**src/rtl/mouse_click_decoder_pkg.sv**
```systemverilog
// Shared types and widths for the mouse click decoder: FSM state encoding,
// index/position widths and the board-size clamp helper.
package mouse_pkg;

    localparam int CELL_IDX_W = 5;
    localparam int POS_W      = 12;

    typedef enum logic [2:0] {
        ST_IDLE,
        ST_CHECK,
        ST_DIVX,
        ST_DIVY,
        ST_VALID
    } state_t;

    function automatic logic [CELL_IDX_W-1:0] clamp_size(
        input logic [CELL_IDX_W-1:0] size,
        input logic [CELL_IDX_W-1:0] max_size
    );
        return (size > max_size) ? max_size : size;
    endfunction

endpackage

```
**src/rtl/mouse_click_decoder_if.sv**
```systemverilog
// Cell-event handshake between the click decoder (master) and the game FSM (slave).
interface mouse_click_decoder_if;
    import mouse_pkg::*;

    logic                  evt_valid;
    logic                  evt_ready;
    logic                  evt_left;
    logic                  evt_right;
    logic [CELL_IDX_W-1:0] cell_col;
    logic [CELL_IDX_W-1:0] cell_row;

    modport master (
        output evt_valid, evt_left, evt_right, cell_col, cell_row,
        input  evt_ready
    );

    modport slave (
        input  evt_valid, evt_left, evt_right, cell_col, cell_row,
        output evt_ready
    );

endinterface

```
**src/rtl/click_edge_detect.sv**
```systemverilog
// One button: registers the level and flags a rising edge. RST_VAL=1 keeps a
// button held through reset from reporting a press until re-pressed.
module click_edge_detect #(
    parameter logic RST_VAL = 1'b1
) (
    input  logic clk,
    input  logic rst,
    input  logic level,
    output logic press
);

    logic level_q;

    always_ff @(posedge clk or posedge rst) begin
        if (rst) level_q <= RST_VAL;
        else     level_q <= level;
    end

    assign press = level & ~level_q;

endmodule

```
**src/rtl/mouse_click_decoder.sv**
```systemverilog
// Turns button presses plus pointer position into one (col,row) cell event.
// Optional build macro: MOUSE_CLICK_HOLDOFF_EN adds a post-event press holdoff.
module mouse_click_decoder
    import mouse_pkg::*;
#(
    parameter logic [POS_W-1:0] BOARD_X   = 12'd192,
    parameter logic [POS_W-1:0] BOARD_Y   = 12'd96,
    parameter logic [POS_W-1:0] CELL_SIZE = 12'd32,
    parameter int unsigned      MAX_BOARD = 16
`ifdef MOUSE_CLICK_HOLDOFF_EN
   ,parameter logic [15:0]      HOLDOFF_CYCLES = 16'd65000
`endif
) (
    input  logic                   clk,
    input  logic                   rst,
    input  logic                   left,
    input  logic                   right,
    input  logic [POS_W-1:0]       mouse_xpos,
    input  logic [POS_W-1:0]       mouse_ypos,
    input  logic [CELL_IDX_W-1:0]  board_size,
    output logic                   busy,
    mouse_click_decoder_if.master  evt
);

    localparam logic [CELL_IDX_W-1:0] MAX_SZ = CELL_IDX_W'(MAX_BOARD);

    // bit 0 = left, bit 1 = right
    logic [1:0] btn_level;
    logic [1:0] press;
    logic       take;

    assign btn_level = {right, left};

    for (genvar b = 0; b < 2; b++) begin : g_btn
        click_edge_detect #(.RST_VAL(1'b1)) u_edge (
            .clk   (clk),
            .rst   (rst),
            .level (btn_level[b]),
            .press (press[b])
        );
    end

    state_t                state;
    logic [POS_W-1:0]      pos_x, pos_y;
    logic [POS_W-1:0]      remx, remy;
    logic [CELL_IDX_W-1:0] col, row, eff_size;
    logic [CELL_IDX_W-1:0] col_inc, row_inc;

    assign col_inc = col + 1'b1;
    assign row_inc = row + 1'b1;

`ifdef MOUSE_CLICK_HOLDOFF_EN
    logic [15:0] hold_cnt;

    // Contact-bounce window restarts on every accepted event.
    always_ff @(posedge clk or posedge rst) begin
        if (rst)
            hold_cnt <= '0;
        else if (state == ST_VALID && evt.evt_ready)
            hold_cnt <= HOLDOFF_CYCLES;
        else if (hold_cnt != '0)
            hold_cnt <= hold_cnt - 16'd1;
    end

    assign take = (|press) && (hold_cnt == '0);
`else
    assign take = |press;
`endif

    always_ff @(posedge clk or posedge rst) begin
        if (rst) begin
            state         <= ST_IDLE;
            busy          <= 1'b0;
            pos_x         <= '0;
            pos_y         <= '0;
            remx          <= '0;
            remy          <= '0;
            col           <= '0;
            row           <= '0;
            eff_size      <= '0;
            evt.evt_valid <= 1'b0;
            evt.evt_left  <= 1'b0;
            evt.evt_right <= 1'b0;
            evt.cell_col  <= '0;
            evt.cell_row  <= '0;
        end else begin
            case (state)
                ST_IDLE: begin
                    if (take) begin
                        pos_x         <= mouse_xpos;
                        pos_y         <= mouse_ypos;
                        evt.evt_left  <= press[0];
                        evt.evt_right <= press[1];
                        eff_size      <= clamp_size(board_size, MAX_SZ);
                        state         <= ST_CHECK;
                        busy          <= 1'b1;
                    end
                end
                ST_CHECK: begin
                    if (pos_x < BOARD_X || pos_y < BOARD_Y || eff_size == '0) begin
                        state <= ST_IDLE;
                        busy  <= 1'b0;
                    end else begin
                        remx  <= pos_x - BOARD_X;
                        remy  <= pos_y - BOARD_Y;
                        col   <= '0;
                        row   <= '0;
                        state <= ST_DIVX;
                    end
                end
                ST_DIVX: begin
                    if (remx >= CELL_SIZE) begin
                        // Past the last column: pointer is right of the board.
                        if (col_inc == eff_size) begin
                            state <= ST_IDLE;
                            busy  <= 1'b0;
                        end else begin
                            remx <= remx - CELL_SIZE;
                            col  <= col_inc;
                        end
                    end else begin
                        state <= ST_DIVY;
                    end
                end
                ST_DIVY: begin
                    if (remy >= CELL_SIZE) begin
                        if (row_inc == eff_size) begin
                            state <= ST_IDLE;
                            busy  <= 1'b0;
                        end else begin
                            remy <= remy - CELL_SIZE;
                            row  <= row_inc;
                        end
                    end else begin
                        evt.cell_col  <= col;
                        evt.cell_row  <= row;
                        evt.evt_valid <= 1'b1;
                        state         <= ST_VALID;
                    end
                end
                ST_VALID: begin
                    if (evt.evt_ready) begin
                        evt.evt_valid <= 1'b0;
                        state         <= ST_IDLE;
                        busy          <= 1'b0;
                    end
                end
                default: begin
                    state         <= ST_IDLE;
                    busy          <= 1'b0;
                    evt.evt_valid <= 1'b0;
                end
            endcase
        end
    end

endmodule

```
**src/flat_wrapper.sv**
```systemverilog
// flat-port wrapper written by rule: the top's interface ports become plain ports
module mouse_click_decoder_flat import mouse_pkg::*;
#(
    parameter logic [POS_W-1:0] BOARD_X   = 12'd192,
    parameter logic [POS_W-1:0] BOARD_Y   = 12'd96,
    parameter logic [POS_W-1:0] CELL_SIZE = 12'd32,
    parameter int unsigned      MAX_BOARD = 16

)
  (clk, rst, left, right, mouse_xpos, mouse_ypos, board_size, busy, evt_evt_valid, evt_evt_left, evt_evt_right, evt_cell_col, evt_cell_row, evt_evt_ready);
  mouse_click_decoder_if evt_i ();
  input  logic clk;
  input  logic rst;
  input  logic left;
  input  logic right;
  input  logic [POS_W-1:0] mouse_xpos;
  input  logic [POS_W-1:0] mouse_ypos;
  input  logic [CELL_IDX_W-1:0] board_size;
  output logic busy;
  output wire logic [$bits(evt_i.evt_valid)-1:0] evt_evt_valid;
  output wire logic [$bits(evt_i.evt_left)-1:0] evt_evt_left;
  output wire logic [$bits(evt_i.evt_right)-1:0] evt_evt_right;
  output wire logic [$bits(evt_i.cell_col)-1:0] evt_cell_col;
  output wire logic [$bits(evt_i.cell_row)-1:0] evt_cell_row;
  input wire logic [$bits(evt_i.evt_ready)-1:0] evt_evt_ready;
  assign evt_evt_valid = evt_i.evt_valid;
  assign evt_evt_left = evt_i.evt_left;
  assign evt_evt_right = evt_i.evt_right;
  assign evt_cell_col = evt_i.cell_col;
  assign evt_cell_row = evt_i.cell_row;
  assign evt_i.evt_ready = evt_evt_ready;
  mouse_click_decoder #(.BOARD_X(BOARD_X), .BOARD_Y(BOARD_Y), .CELL_SIZE(CELL_SIZE), .MAX_BOARD(MAX_BOARD)) u_core (.clk(clk), .rst(rst), .left(left), .right(right), .mouse_xpos(mouse_xpos), .mouse_ypos(mouse_ypos), .board_size(board_size), .busy(busy), .evt(evt_i));
endmodule
```
**config.mk**
```make
export PLATFORM = sky130hd
export DESIGN_NAME = mouse_click_decoder_flat
export DESIGN_NICKNAME = d
export VERILOG_FILES = /design/src/rtl/mouse_click_decoder_pkg.sv /design/src/rtl/mouse_click_decoder_if.sv /design/src/rtl/click_edge_detect.sv /design/src/rtl/mouse_click_decoder.sv /design/src/flat_wrapper.sv
export SDC_FILE = /design/constraint.sdc
export NUM_CORES = 1
export LEC_CHECK = 0
export CAP_MARGIN = 25
export CORE_MARGIN = 5
export CORE_UTILIZATION = 54
export DETAILED_ROUTE_END_ITERATION = 10
export GPL_TIMING_DRIVEN = 1
export PLACE_DENSITY = 0.76
export SYNTH_ARGS = -nofsm -noshare
export SYNTH_HDL_FRONTEND = slang
export SYNTH_SLANG_ARGS = --single-unit
```
**constraint.sdc**
```tcl
create_clock -name clk -period 2.5 [get_ports clk]
set_input_delay 0.25 -clock clk [delete_from_list [all_inputs] [get_ports clk]]
set_output_delay 0.25 -clock clk [all_outputs]
set_load 0.05 [all_outputs]
```
After elaboration in Yosys (flattened, before gate mapping). Cells that the tools add are included.

Add/sub/neg operators: 6. Magnitude comparators: 5. Eq/ne operators: 19. Mux-type cells: 34. Bitwise logic cells: 6. Reductions and logical operators: 15.

Operators with widths (count): two-way mux 12 bit (6); case mux 12 bit (2 select lines) (2); two-way mux 5 bit (6); greater-or-equal comparator 12 x 6 -> 1 bit (second input constant) (2); subtractor 12 x 6 -> 12 bit (second input constant) (2); case mux 5 bit (2 select lines) (2); two-way mux 3 bit (6); case mux 3 bit (5 select lines) (1); < comparator 12 x 7 -> 1 bit (second input constant) (1); < comparator 12 x 8 -> 1 bit (second input constant) (1); != test 2 x 1 -> 1 bit (second input constant) (6); AND reduction 4 bit (3); subtractor 12 x 7 -> 12 bit (second input constant) (1); subtractor 12 x 8 -> 12 bit (second input constant) (1); adder 5 x 1 -> 5 bit (second input constant) (2); == test 5 bit (2); != test 2 bit (second input constant) (5); two-way mux 1 bit (8); AND reduction 7 bit (1); == test 3 x 2 -> 1 bit (second input constant) (2); != test 3 bit (second input constant) (2); greater-than comparator 5 bit (second input constant) (1); zero test 5 bit (1); case mux 1 bit (5 select lines) (1); 13 further kinds (20).

Flip-flop bits (word level): 82. Output and inout port bits: 14.

Depth between registers and ports, before layout.
Word-level depth: 5. Mapped depth: 8. Mapped depth without buffers: 7.

Hierarchy. Synthesis repeated with hierarchy kept, for this count alone.

Cell total of the unflattened synthesis: 365. Area, all modules: 3329.4 µm².

By module, submodules not included: mouse_click_decoder (times used 1, cells each 359, area an instance 3241.9 µm²); click_edge_detect (times used 2, cells each 3, area an instance 43.8 µm²).

Worst setup path before layout. Ideal clock, no wire load.

Path type: register to register. Start: register u_core.row[0]. End: register u_core.remy[9]. Library setup time: 0.126 ns. Data arrival time: 1.979 ns. Data required time: 2.374 ns. Path slack: 0.395 ns. Stages on the path, launching flop included: 7. Path buffers: 0. Clock period less this slack: 2.105 ns. Path through: dfrtp_1 -> ha_1 -> o21ba_2 -> a221oi_1 -> o211ai_1 -> and3_1 -> o32a_1.

Longest elaborated chain between the ends: 4.

RTL lines: start, declared (RTL line mouse_click_decoder.sv:46) `logic [CELL_IDX_W-1:0] col, row, eff_size;`; start signal, assigned (RTL line mouse_click_decoder.sv:132) `row <= row_inc;`; adder 5 x 1 -> 5 bit (RTL line mouse_click_decoder.sv:50) `assign row_inc = row + 1'b1;`; == test 5 bit (RTL line mouse_click_decoder.sv:127) `if (row_inc == eff_size) begin`; != test 2 bit (no line); AND reduction 4 bit (no line); end signal, assigned (RTL line mouse_click_decoder.sv:105) `remy <= pos_y - BOARD_Y;`; end signal, assigned (RTL line mouse_click_decoder.sv:131) `remy <= remy - CELL_SIZE;`; end, declared (RTL line mouse_click_decoder.sv:45) `logic [POS_W-1:0] remx, remy;`.

No other way between the ends. A chain may end at the register's enable or synchronous reset.

Final worst setup path.
Start: register u_core.pos_x[6]. End: register u_core.remx[11].

Longest elaborated chain between the ends: 5.

RTL lines: start, declared (RTL line mouse_click_decoder.sv:44) `logic [POS_W-1:0] pos_x, pos_y;`; start signal, assigned (RTL line mouse_click_decoder.sv:90) `pos_x <= mouse_xpos;`; < comparator 12 x 8 -> 1 bit (RTL line mouse_click_decoder.sv:100) `if (pos_x < BOARD_X || pos_y < BOARD_Y || eff_size == '0) begin`; logical OR 1 bit (2 in series) (RTL line mouse_click_decoder.sv:100); != test 2 bit (no line); AND reduction 4 bit (no line); end signal, assigned (RTL line mouse_click_decoder.sv:104) `remx <= pos_x - BOARD_X;`; end signal, assigned (RTL line mouse_click_decoder.sv:118) `remx <= remx - CELL_SIZE;`; end, declared (RTL line mouse_click_decoder.sv:45).

Several ways; a longest one is shown, not always the timed one. The select of a mux whose other input is x is not followed.

==> results_dict.tcl <==
set metrics [dict create \
    ys_types 65 \
    cap_violations 0 \
    cts.sinks 62 \
    placeableCoreArea_sq_mm 0.00624 \
    cts.clk_slew.worst_paths_ns 0.07 \
    crit_path_max_fanout 13 \
    num_vias 2780 \
    yosys.area.top_type "dfrtp_1" \
    combPwrFrac_pct 48.5 \
    viasPerCell 5.91 \
    cp.depth 7 \
    fin_cells 470 \
    drt_pass1_iterations 5 \
    io_buffers 37 \
    worst_slack_ns 0.198 \
    seq_area_frac_synth_pct 45.4 \
    status "finished, final reports clean" \
    seq_power_share_pct 33.9 \
    ant_nets 0 \
    grt_overflow 0 \
    crit_type "flop to flop" \
    most-common-layout-cells "60 x dfrtp_1, 37 x clkdlybuf4s50_1, 26 x nand2_1" \
    synth_area_leaders "dfrtp_1 44%, mux2_2 8.2%, o21ai_0 3.2%, nand2_1 2.9%, xor2_1 2.8%" \
    die_w_um 89.6 \
    synth_async_sr_flop_share_pct 100 \
    worst-r2r-cell-count 7 \
    fin_util_pct 67.1 \
    synth_seq_cells 62 \
    rsz0062_at_grt "no" \
    timing_hold_violations_final 0 \
    start_util_pct 54.9 \
    chipHeight_um 89.6 \
    power_leakage_nw 1.82 \
    cp-start-kind "flop" \
    grt_first_pass_wirelength_mm 12.7 \
    worstPathArrival_ns 2.52 \
    netSwitchingPower_mw 2.25 \
    setup_viol 0 \
    drtIter0Drc 233 \
    synthToLayoutAreaGrowth_pct 22.4 \
    gp_congestion 0.936 \
    diodes 0 \
    cp_cell_sequence "ha_1 > or3_1 > o31ai_1 > nor3_2 > or2_0 > buf_4 > a22o_1" \
    r2r_slack_ns 0.20 \
    grt_pass1_vias 2677 \
    synth_area_sq_mm 0.00342 \
    syn_nets 378 \
    pre_cts_ws_ns 0.193 \
    drv_slew 0 \
    avgSynthCellArea_sq_um 10.1 \
    cp.required_ns 2.72 \
    grt_antenna_before_repair 0 \
    cp-endpoint "u_core.remx[11]$_DFFE_PP0P_" \
    total_power_mw 5.49 \
    worst_skew_pair.late_latency_ns 0.33 \
    grt_max_degree 63 \
    ys_warn_count 0 \
    drive_above_1_share_pct 18.1 \
    syn_inst 338 \
    cpMaxStageDelayCell "dfrtp_1" \
    path_buf_inv 1 \
    end_kind "flop" \
    drt_wl_total_mm 7.49 \
    powerDensity_mw_per_mm2 1310 \
    worstHoldPathType "input pin to async pin" \
    synth_top_flop_cell "dfrtp_1" \
    hold_ws_ns 0.310 \
    slew_headroom_pct 45.0 \
    cts_setup_buffers 0 \
    startpoint "u_core.pos_x[6]$_DFFE_PP0P_" \
    swShare_pct 41.0 \
    setup_tns_ns 0 \
    cts_root_buf "clkbuf_8" \
    r2r_end "u_core.remx[11]$_DFFE_PP0P_" \
    io_pins 48 \
    synth_top_area_share_pct 43.9 \
    ctsResizeCount 0 \
    finalInstanceArea_sq_mm 0.00419 \
    cts_tree "built" \
    fin_worst_skew_ns 0.00526 \
    cts_made_buffers 9 \
    dieArea_sq_mm 0.00803 \
    max_stage_delay_ns 0.42 \
    rows 29 \
    p_clk_share_pct 17.6 \
    peakVddDrop_v 0.000744 \
    period_share_pct 92.1 \
    min_period_ns 2.30 \
    ctsHoldBuffers 0 \
    clk_path_buf_depth 2 \
    fmax_mhz 434 \
    place_inst 454 \
    wl_per_cell_um 15.9 \
    drc_errors 0 \
    htreeDepth 3 \
    tightest_slew_ns 0.820 \
    grt_usage_pct 20.6 \
    crit_family "simple AND/OR/NAND/NOR gates" \
    placed_area_sq_mm 0.00397 \
    synth_edf_count 0 \
    dp_hpwl_mm 5.43 \
    internal_power_mw 3.24 \
    reg2reg_from "u_core.pos_x[6]$_DFFE_PP0P_" \
    layout_commonest_cell "dfrtp_1" \
    nNetsFinal 428 \
]
==> how the worst min path moves through the flow <==
stage | startpoint | endpoint | slack [ns] | depth (start not counted)
6_report | rst | u_core.evt.cell_row[3]$_DFFE_PP0P_ | 0.31 | 3
5_1_grt | rst | u_core.evt.cell_col[2]$_DFFE_PP0P_ | 0.34 | 3
4_1_cts | rst | u_core.evt.cell_row[1]$_DFFE_PP0P_ | 0.33 | 3
3_5_place_dp | u_core.evt.evt_right$_DFFE_PP0P_ | u_core.evt.evt_right$_DFFE_PP0P_ | 0.47 | 2
3_3_place_gp | u_core.evt.evt_right$_DFFE_PP0P_ | u_core.evt.evt_right$_DFFE_PP0P_ | 0.47 | 2
2_1_floorplan | left | u_core.g_btn[0].u_edge.level_q$_DFF_PP1_ | 0.25 | 0
==> routing by layer <==
layer	GRT usage, %	vias to the layer above	part of all wire [%]
met1	29.2	1334	47
li1	-	1333	-
met2	31.4	101	45
met4	7.85	0	1.6
met5	0	-	0
met3	3.92	12	6.4
==> worst register-to-register path: stages (launching register included) <==
cell	delay, ns
dfrtp_1	0.42
ha_1	0.24
or3_1	0.35
o31ai_1	0.33
nor3_2	0.21
or2_0	0.29
buf_4	0.16
a22o_1	0.20
==> cell families (layout without fill, tap and decap cells) <==
| logic type | Yosys count | count (layout) | synth area share [%] |
|---|---|---|---|
| fa+ha+maj | 6 | 6 | 2.19 |
| xor+xnor | 21 | 21 | 5.77 |
| simple gates | 106 | 106 | 16.8 |
| flops | 62 | 62 | 45.4 |
| buf+inv | 34 | 89 | 4.17 |
| compound gates | 81 | 81 | 16.5 |
| mux | 28 | 28 | 9.10 |
==> Yosys cell counts, types with 2 or more instances <==
library cell / n
a211o_1: 2
and3_1: 5
a21o_1: 3
o211ai_1: 4
ha_1: 6
or4_1: 4
nand2b_1: 6
o2bb2ai_1: 2
mux2_2: 25
o21ai_0: 22
o22ai_1: 2
nor2b_1: 2
a2111oi_0: 2
nor3b_1: 4
nand3_1: 10
a22oi_1: 5
xor2_1: 11
buf_2: 5
nor2_1: 17
a21oi_1: 9
o31ai_1: 2
clkbuf_1: 12
dfstp_2: 2
mux2i_1: 3
dfrtp_1: 60
inv_1: 15
nand2_1: 26
nand3b_1: 3
nor3_1: 9
nor4_1: 3
xnor2_1: 9
o221ai_1: 2
a22o_1: 2
or3_1: 5
a211oi_1: 9
==> registers in the layout, indices dropped and copies added (netlist names) <==
| register | cells |
|---|---|
| u_core.g_btn.u_edge.level_q | 2 |
| u_core.state | 3 |
| u_core.evt.evt_valid | 1 |
| u_core.pos_y | 7 |
| u_core.remy | 7 |
| u_core.eff_size | 5 |
| u_core.evt.evt_right | 1 |
| u_core.pos_x | 7 |
| u_core.busy | 1 |
| u_core.evt.evt_left | 1 |
| u_core.row | 5 |
| u_core.remx | 7 |
| u_core.evt.cell_row | 5 |
| u_core.col | 5 |
| u_core.evt.cell_col | 5 |
==> final cells by class <==
class / instances / area (sq um)
timing repair buffer: 58 / 541
clock buffer: 12 / 145
tap: 77 / 96.3
multi-input combinational: 242 / 1730
sequential: 62 / 1550
fill: 495 / 2050
inverter: 15 / 56.3
clock inverter: 4 / 70.1
==> power groups by stage <==
stage / clock, mW / combinational (mW) / sequential (mW)
floorplan: 0 / 1.83 / 1.87
CTS: 0.983 / 2.66 / 1.85
detailed placement: 0 / 2.65 / 1.87
global placement: 0 / 2.58 / 1.85
finish: 0.965 / 2.66 / 1.86
global route: 1.02 / 2.95 / 1.93
(Power assumes the default switching activity.)
